--- config.mk ---
export PLATFORM = sky130hd
export DESIGN_NAME = data_mem_responder
export DESIGN_NICKNAME = d
export VERILOG_FILES = /design/src/rtl/data_mem_responder.sv
export SDC_FILE = /design/constraint.sdc
export NUM_CORES = 1
export LEC_CHECK = 0
export ABC_AREA = 1
export BUFFER_PORTS_ARGS = -buffer_cell sky130_fd_sc_hd__buf_2
export CORE_MARGIN = 2
export CORE_UTILIZATION = 40
export DETAILED_ROUTE_END_ITERATION = 10
export PLACE_DENSITY = 0.59
export SKIP_CTS_REPAIR_TIMING = 1
export SYNTH_ARGS = -nofsm -noshare
export SYNTH_HDL_FRONTEND = slang
export SYNTH_SLANG_ARGS = --single-unit
export TNS_END_PERCENT = 20
--- constraint.sdc ---
create_clock -name clk -period 2.4 [get_ports clk]
set_input_delay 0.24 -clock clk [delete_from_list [all_inputs] [get_ports clk]]
set_output_delay 0.24 -clock clk [all_outputs]
set_load 0.1 [all_outputs]
--- src/rtl/data_mem_responder.sv ---
`default_nettype none
// ============================================================================
// Module      : data_mem_responder
// Description : Single-outstanding word-addressed data memory responder.
//               A request is accepted in IDLE, waits LATENCY cycles, then the
//               memory operation completes on the edge entering RESP. The
//               response is held until the initiator consumes it.
// Parameters  : DEPTH   - memory size in 32-bit words (power of two, 2..1024)
//               LATENCY - cycles from accept edge to resp_valid (1..15)
// Ports       : clk, reset (sync, active high)
//               req_valid/req_ready/req_write/req_addr/req_wdata - request
//               resp_valid/resp_ready/resp_rdata/resp_err       - response
// Options     : DMEM_ALIGN_CHECK_EN - when defined, addresses with nonzero
//               byte offset bits complete with resp_err=1 and no write.
// Revision    : 1.0 - initial release
// ============================================================================
module data_mem_responder #(
    parameter int DEPTH   = 8,
    parameter int LATENCY = 2
) (
    input  logic        clk,
    input  logic        reset,
    input  logic        req_valid,
    output logic        req_ready,
    input  logic        req_write,
    input  logic [31:0] req_addr,
    input  logic [31:0] req_wdata,
    output logic        resp_valid,
    input  logic        resp_ready,
    output logic [31:0] resp_rdata,
    output logic        resp_err
);

    localparam int         AW         = (DEPTH > 1) ? $clog2(DEPTH) : 1;
    localparam logic [1:0] IDLE       = 2'd0;
    localparam logic [1:0] WAIT       = 2'd1;
    localparam logic [1:0] RESP       = 2'd2;
    localparam logic [3:0] COUNT_LOAD = 4'(LATENCY - 1);

    logic [1:0]    state;
    logic [3:0]    count;
    logic          op_write;
    logic [31:0]   op_addr;
    logic [31:0]   op_wdata;
    logic [31:0]   mem [DEPTH];
    logic [31:0]   rdata_q;
    logic          err_q;

    logic          accept;
    logic          enter_resp;
    logic          out_of_range;
    logic          misaligned;
    logic          op_err;
    logic [AW-1:0] op_index;

    // Held low during reset so no request can look accepted while the
    // block is being cleared.
    assign req_ready  = (state == IDLE) && !reset;
    assign accept     = req_valid && req_ready;
    assign enter_resp = (state == WAIT) && (count == 4'd0);

    assign op_index     = op_addr[AW+1:2];
    assign out_of_range = {2'b00, op_addr[31:2]} >= 32'(DEPTH);

`ifdef DMEM_ALIGN_CHECK_EN
    assign misaligned = (op_addr[1:0] != 2'b00);
`else
    // Byte offset bits are deliberately dropped in this build.
    logic unused_addr_lsbs;
    assign unused_addr_lsbs = ^op_addr[1:0];
    assign misaligned       = 1'b0;
`endif

    assign op_err = out_of_range || misaligned;

    // Response outputs are cleared on every exit from RESP, so they read
    // as zero in every other state without extra gating.
    assign resp_valid = (state == RESP);
    assign resp_rdata = rdata_q;
    assign resp_err   = err_q;

    always_ff @(posedge clk) begin
        if (reset) begin
            state    <= IDLE;
            count    <= 4'd0;
            op_write <= 1'b0;
            op_addr  <= 32'd0;
            op_wdata <= 32'd0;
            rdata_q  <= 32'd0;
            err_q    <= 1'b0;
            for (int i = 0; i < DEPTH; i++) begin
                mem[i] <= 32'd0;
            end
        end else begin
            case (state)
                IDLE: begin
                    if (accept) begin
                        op_write <= req_write;
                        op_addr  <= req_addr;
                        op_wdata <= req_wdata;
                        // LATENCY=1 still passes through WAIT with a zero
                        // count for one cycle, so resp_valid always rises
                        // exactly LATENCY edges after the accept edge.
                        count    <= COUNT_LOAD;
                        state    <= WAIT;
                    end
                end
                WAIT: begin
                    if (count == 4'd0) begin
                        state <= RESP;
                    end else begin
                        count <= count - 4'd1;
                    end
                end
                RESP: begin
                    if (resp_ready) begin
                        state   <= IDLE;
                        rdata_q <= 32'd0;
                        err_q   <= 1'b0;
                    end
                end
                default: begin
                    state <= IDLE;
                    count <= 4'd0;
                end
            endcase

            // Memory side effect happens only on the edge entering RESP, so
            // a reset during WAIT cancels the operation entirely.
            if (enter_resp) begin
                if (op_err) begin
                    rdata_q <= 32'd0;
                    err_q   <= 1'b1;
                end else if (op_write) begin
                    mem[op_index] <= op_wdata;
                    rdata_q       <= 32'd0;
                    err_q         <= 1'b0;
                end else begin
                    rdata_q <= mem[op_index];
                    err_q   <= 1'b0;
                end
            end
        end
    end

endmodule
`default_nettype wire

=== Word-level counts from Yosys, hierarchy flattened ===
Memories as Yosys holds them, arrays and structs flattened. A register that Yosys moved wholly into a read port is not among the register bits.
Index checks and enable logic that the tools add are counted.

* Output and inout bits: 35
* Memories kept: 1
* Word-level logic and storage cells: 58
* Register bits after elaboration: 104
* Input bits: 69
* Bits in writable memories: 256

{| class="wikitable"
|+ Memory list
! memory !! depth !! width !! rd ports !! clocked after Yosys merged registers in !! wr ports !! line !! RTL
|-
| mem || 8 || 32 || 1 || 1 || 8 || 45 || <nowiki>logic [31:0] mem [DEPTH];</nowiki>
|}

* Magnitude comparators: 1
* Eq/ne operators: 6
* Reduce and logical (&&, ||, !) cells: 13
* Muxes and demuxes: 28
* Add/subtract/negate cells: 1
* Bitwise logic cells: 1

{| class="wikitable"
|+ Operators by type and width
! cell !! number
|-
| 2-to-1 mux 32 bit || 6
|-
| OR reduction 32 bit || 1
|-
| greater-or-equal comparator 30 x 4 -> 1 bit, second input constant || 1
|-
| 2-to-1 mux 1 bit || 12
|-
| case mux 4 bit (3 select lines) || 1
|-
| 2-to-1 mux 3 bit || 3
|-
| 2-to-1 mux 4 bit || 2
|-
| 2-to-1 mux 2 bit || 3
|-
| case mux 2 bit (3 select lines) || 1
|-
| AND reduction 3 bit || 2
|-
| logical NOT 4 bit || 1
|-
| != test 2 x 1 -> 1 bit, second input constant || 2
|-
| != test 2 bit, second input constant || 2
|-
| AND reduction 2 bit || 2
|-
| nonzero test 2 bit || 2
|-
| subtractor 4 x 1 -> 4 bit, second input constant || 1
|-
| logical AND 1 bit || 3
|-
| equality test 2 x 1 -> 1 bit, second input constant || 1
|-
| equality test 2 bit, second input constant || 1
|-
| logical NOT 2 bit || 1
|-
| logical NOT 1 bit || 1
|-
| NOT 1 bit || 1
|}

=== Longest topological paths before layout ===
* Depth in word-level cells: 7
* Depth in mapped cells: 11
* Depth with buffers taken out: 10

=== Worst setup path after synthesis ===
OpenSTA, ideal clock, no wires.

* Kind: register to output
* From: register state[1]
* To: output req_ready
* Data arrival time: 2.472 ns
* Path slack: -0.312 ns
* Buffers on the path: 0
* Data required time: 2.160 ns
* Cell stages (with the launch flop): 2
* Cells stage by stage: dfxtp_1 > nor3_1

* Cells in the longest elaborated chain, start to end: 2

{| class="wikitable"
|+ RTL lines
! what !! line !! RTL
|-
| from (decl) || 40 || <nowiki>logic [1:0] state;</nowiki>
|-
| from (signal assigned) || 84 || <nowiki>state <= IDLE;</nowiki>
|-
| from (signal assigned) || 105 || <nowiki>state <= WAIT;</nowiki>
|-
| from (signal assigned) || 110 || <nowiki>state <= RESP;</nowiki>
|-
| logical NOT 2 bit || 58 || <nowiki>assign req_ready = (state == IDLE) && !reset;</nowiki>
|-
| logical AND 1 bit || 58 ||
|-
| to (decl) || 24 || <nowiki>output logic req_ready,</nowiki>
|}

No other way between the ends.

==> flow_metrics.env <==
export IMPL_initial_core_util=0.406
export IMPL_power_switching_w=0.00435
export IMPL_cp_startpoint="count[0]$_SDFFE_PP0P_"
export IMPL_multi_input_area_um2=4750
export IMPL_pwr_share_clk=0.384
export IMPL_nets=1881
export IMPL_setup_ws_ns=0.272
export IMPL_vias=11700
export IMPL_path_depth=9
export IMPL_crit_type="reg -> reg"
export IMPL_endpoint_kind="register"
export IMPL_antenna_found_initial=1
export IMPL_timing_rr_start="count[0]$_SDFFE_PP0P_"
export IMPL_ys_ff_latch=361
export IMPL_placedInstanceArea_um2=16800
export IMPL_p_comb_frac=0.159
export IMPL_drive_gt1_frac=0.131
export IMPL_grt_max_degree=129
export IMPL_io_pin_count=104
export IMPL_preCtsSetupSlack_ns=0.272
export IMPL_seqPwrFrac=0.457
export IMPL_skew_ns=0.0130
export IMPL_fin_cells=2358
export IMPL_overflow=0
export IMPL_syn_area_per_cell_um2=9.28
export IMPL_r2r_worst_path_cells=9
export IMPL_worst_path_buf_inv=3
export IMPL_min_period_ns=2.13
export IMPL_clk_latency_ns=0.53
export IMPL_hold_path_class="in -> reg"
export IMPL_synth_area_um2=15800
export IMPL_timing_slew_headroom=0.444
export IMPL_viasPerCell=4.96
export IMPL_slowest_stage="dfxtp_1"
export IMPL_fin_util=0.474
export IMPL_cts_made_buffers=38
export IMPL_core_um2=38800
export IMPL_synth_nets=1771
export IMPL_cts_sinks=361
export IMPL_maxCapViolCount=0
export IMPL_path_clk_slew_ns=0.06
export IMPL_area_growth_pct=16.6
export IMPL_tightest_slew_ns=0.833
export IMPL_yosysWarnings=0
export IMPL_antennaDiodeCount=0
export IMPL_rows=72
export IMPL_drt_iter0_drc=830
export IMPL_dieArea_um2=41100
export IMPL_violations="negative hold slack"
export IMPL_first_pass_iters=5
export IMPL_rrSetupSlack_ns=0.27
export IMPL_finalPower_w=0.0157
export IMPL_start_kind="register"
export IMPL_post_route_period_util=0.887
export IMPL_fp_dieH_um=203
export IMPL_internal_power_w=0.0113
export IMPL_clock_fmax_mhz=470
export IMPL_grt_pass1_vias=11300
export IMPL_cts_root_buffer="clkbuf_16"
export IMPL_outcome="finished with violations"
export IMPL_setup_viol=0
export IMPL_crit_family="simple AND/OR/NAND/NOR gates"
export IMPL_cts_tree="done"
export IMPL_seqCellArea_um2=9790
export IMPL_post_place_cells=2261
export IMPL_cp_slowest_stage_delay_ns=0.31
export IMPL_path_cells="inv_1 -> ha_1 -> inv_1 -> nor3_4 -> nand3_4 -> nor2_8 -> nand4_4 -> nand2_1 -> buf_12"
export IMPL_p_sw_frac=0.277
export IMPL_ys_seq_area_frac=0.620
export IMPL_h_tree_depth=2
export IMPL_portBuffers=101
export IMPL_power_density_nw_per_um2=853
export IMPL_leakagePower_nw=7.61
export IMPL_wire_per_inst_um=17.0
export IMPL_timing_final_max_slew_violations=0
export IMPL_holdWs_ns=-0.00689
export IMPL_syn_inst=1701
export IMPL_dp_hpwl_um=23300
export IMPL_stdcell_area_um2=18400
export IMPL_gp_congestion=0.814
export IMPL_cts_path_max_buffers=3
export IMPL_vdd_drop_max_v=0.000534
export IMPL_cp_arrival_ns=2.33
export IMPL_critical_path_endpoint="mem[5][10]$_SDFFCE_PN0P_"
export IMPL_cp_required_ns=2.60
export IMPL_grt_use_total=0.194
export IMPL_holdCritStartpoint="req_wdata[13]"
export IMPL_drcViolationCount=0
export IMPL_die_w_um=203
export IMPL_drtAntennaViolNets=0
export IMPL_r2r_end="mem[5][10]$_SDFFCE_PN0P_"
export IMPL_drt_total_wl_um=40000
export IMPL_crit_top_cell="inv_1"
export IMPL_rsz0062_at_grt="false"
export IMPL_nFillCells=3674
export IMPL_ys_types=29
export IMPL_grt_pass1_wl_um=62000
export IMPL_crit_fanout=32
export IMPL_hold_viol_final=7
==> cells in the final DEF (no fill, tap or decap), types with 34 or more instances in the layout <==
| cell | instances |
|---|---|
| a21oi_1 | 55 |
| buf_2 | 101 |
| clkbuf_16 | 41 |
| clkinv_1 | 36 |
| dfxtp_1 | 103 |
| edfxtp_1 | 256 |
| inv_1 | 133 |
| nand2_1 | 373 |
| nand3_1 | 121 |
| nor2_1 | 345 |
| o21ai_0 | 109 |
| o22ai_1 | 34 |
==> synth_stat cells (all sizes together) <==
cell type  instances  area, µm²
a21oi             55        275
buf               57        454
clkbuf            46        173
clkinv            33        124
dfxtp            105       2100
edfxtp           256       7690
ha                 1       12.5
inv              137        514
nand2            379       1430
nand3            123        628
nand4              8        170
nor2             352       1390
nor3               3       37.5
o21ai            109        546
o22ai             34        213
o31ai              1       7.51
or2                1       6.26
xnor2              1       8.76
==> flip-flops by register name, summed over array words and instances, names as in the netlist, named ones only <==
signal and cells:
op_wdata 32, op_write 1, count 4, mem 256
state 2, resp_err 1, resp_rdata 32, op_addr 30
==> layer usage <==
| layer | GRT usage | up-vias | part of all wire | wire length, µm |
|---|---|---|---|---|
| li1 | - | 5751 | - | - |
| met1 | 0.252 | 5565 | 0.43 | 17200 |
| met2 | 0.329 | 312 | 0.48 | 19300 |
| met3 | 0.0315 | 68 | 0.061 | 2440 |
| met4 | 0.0688 | 2 | 0.026 | 1050 |
| met5 | 0 | - | 0.00030 | 12 |
==> final cells by class <==
cell class	instances	share of cell area
clock buffers	47	0.0586
clock inverters	22	0.0118
flip-flops and latches	361	0.532
repair buffers	173	0.0688
inverters	170	0.0348
well taps	518	0.0352
multi-input cells	1067	0.258
==> worst min path at each step <==
stage                                  to  slack (ns)  cells after the start
2_1_floorplan    op_addr[10]$_SDFFE_PP0P_        0.35                      2
3_3_place_gp      op_addr[9]$_SDFFE_PP0P_        0.44                      3
3_5_place_dp   resp_rdata[2]$_SDFFE_PP0P_        0.44                      2
4_1_cts          op_addr[23]$_SDFFE_PP0P_       -0.12                      3
5_1_grt         op_wdata[31]$_SDFFE_PP0P_       0.006                      3
6_report        op_wdata[13]$_SDFFE_PP0P_      -0.007                      3
==> power groups by stage <==
stage          Combinational [W]  Sequential [W]  Clock, W
6_report                 0.00250         0.00716   0.00603
5_1_grt                  0.00278         0.00720   0.00638
4_1_cts                  0.00249         0.00716   0.00618
3_5_place_dp             0.00247         0.00729         0
3_3_place_gp             0.00244         0.00728         0
2_1_floorplan            0.00167         0.00732         0
==> tightest hold or removal path, delay by kind of cell <==
family / cells / cell delay [ns]
AO/OA/AOI/OAI: 2 / 0.17
buffers and inverters: 1 / 0.07
==> cells by family after synthesis <==
logic type / count (synthesis) / synth area share
flops: 361 / 0.620
simple gates: 866 / 0.232
buf+inv: 273 / 0.0802
compound gates: 199 / 0.0660
fa+ha+maj: 1 / 0.000793
xor+xnor: 1 / 0.000555
==> through the flow <==
stage	hold slack [ns]	TNS, ns
finish	-0.00689	0
detailed placement	0.436	0
CTS	-0.122	0
global route	0.00559	0
floorplan	0.350	-37.94
global placement	0.438	0
No activity file was read; power rests on OpenSTA's default activity.
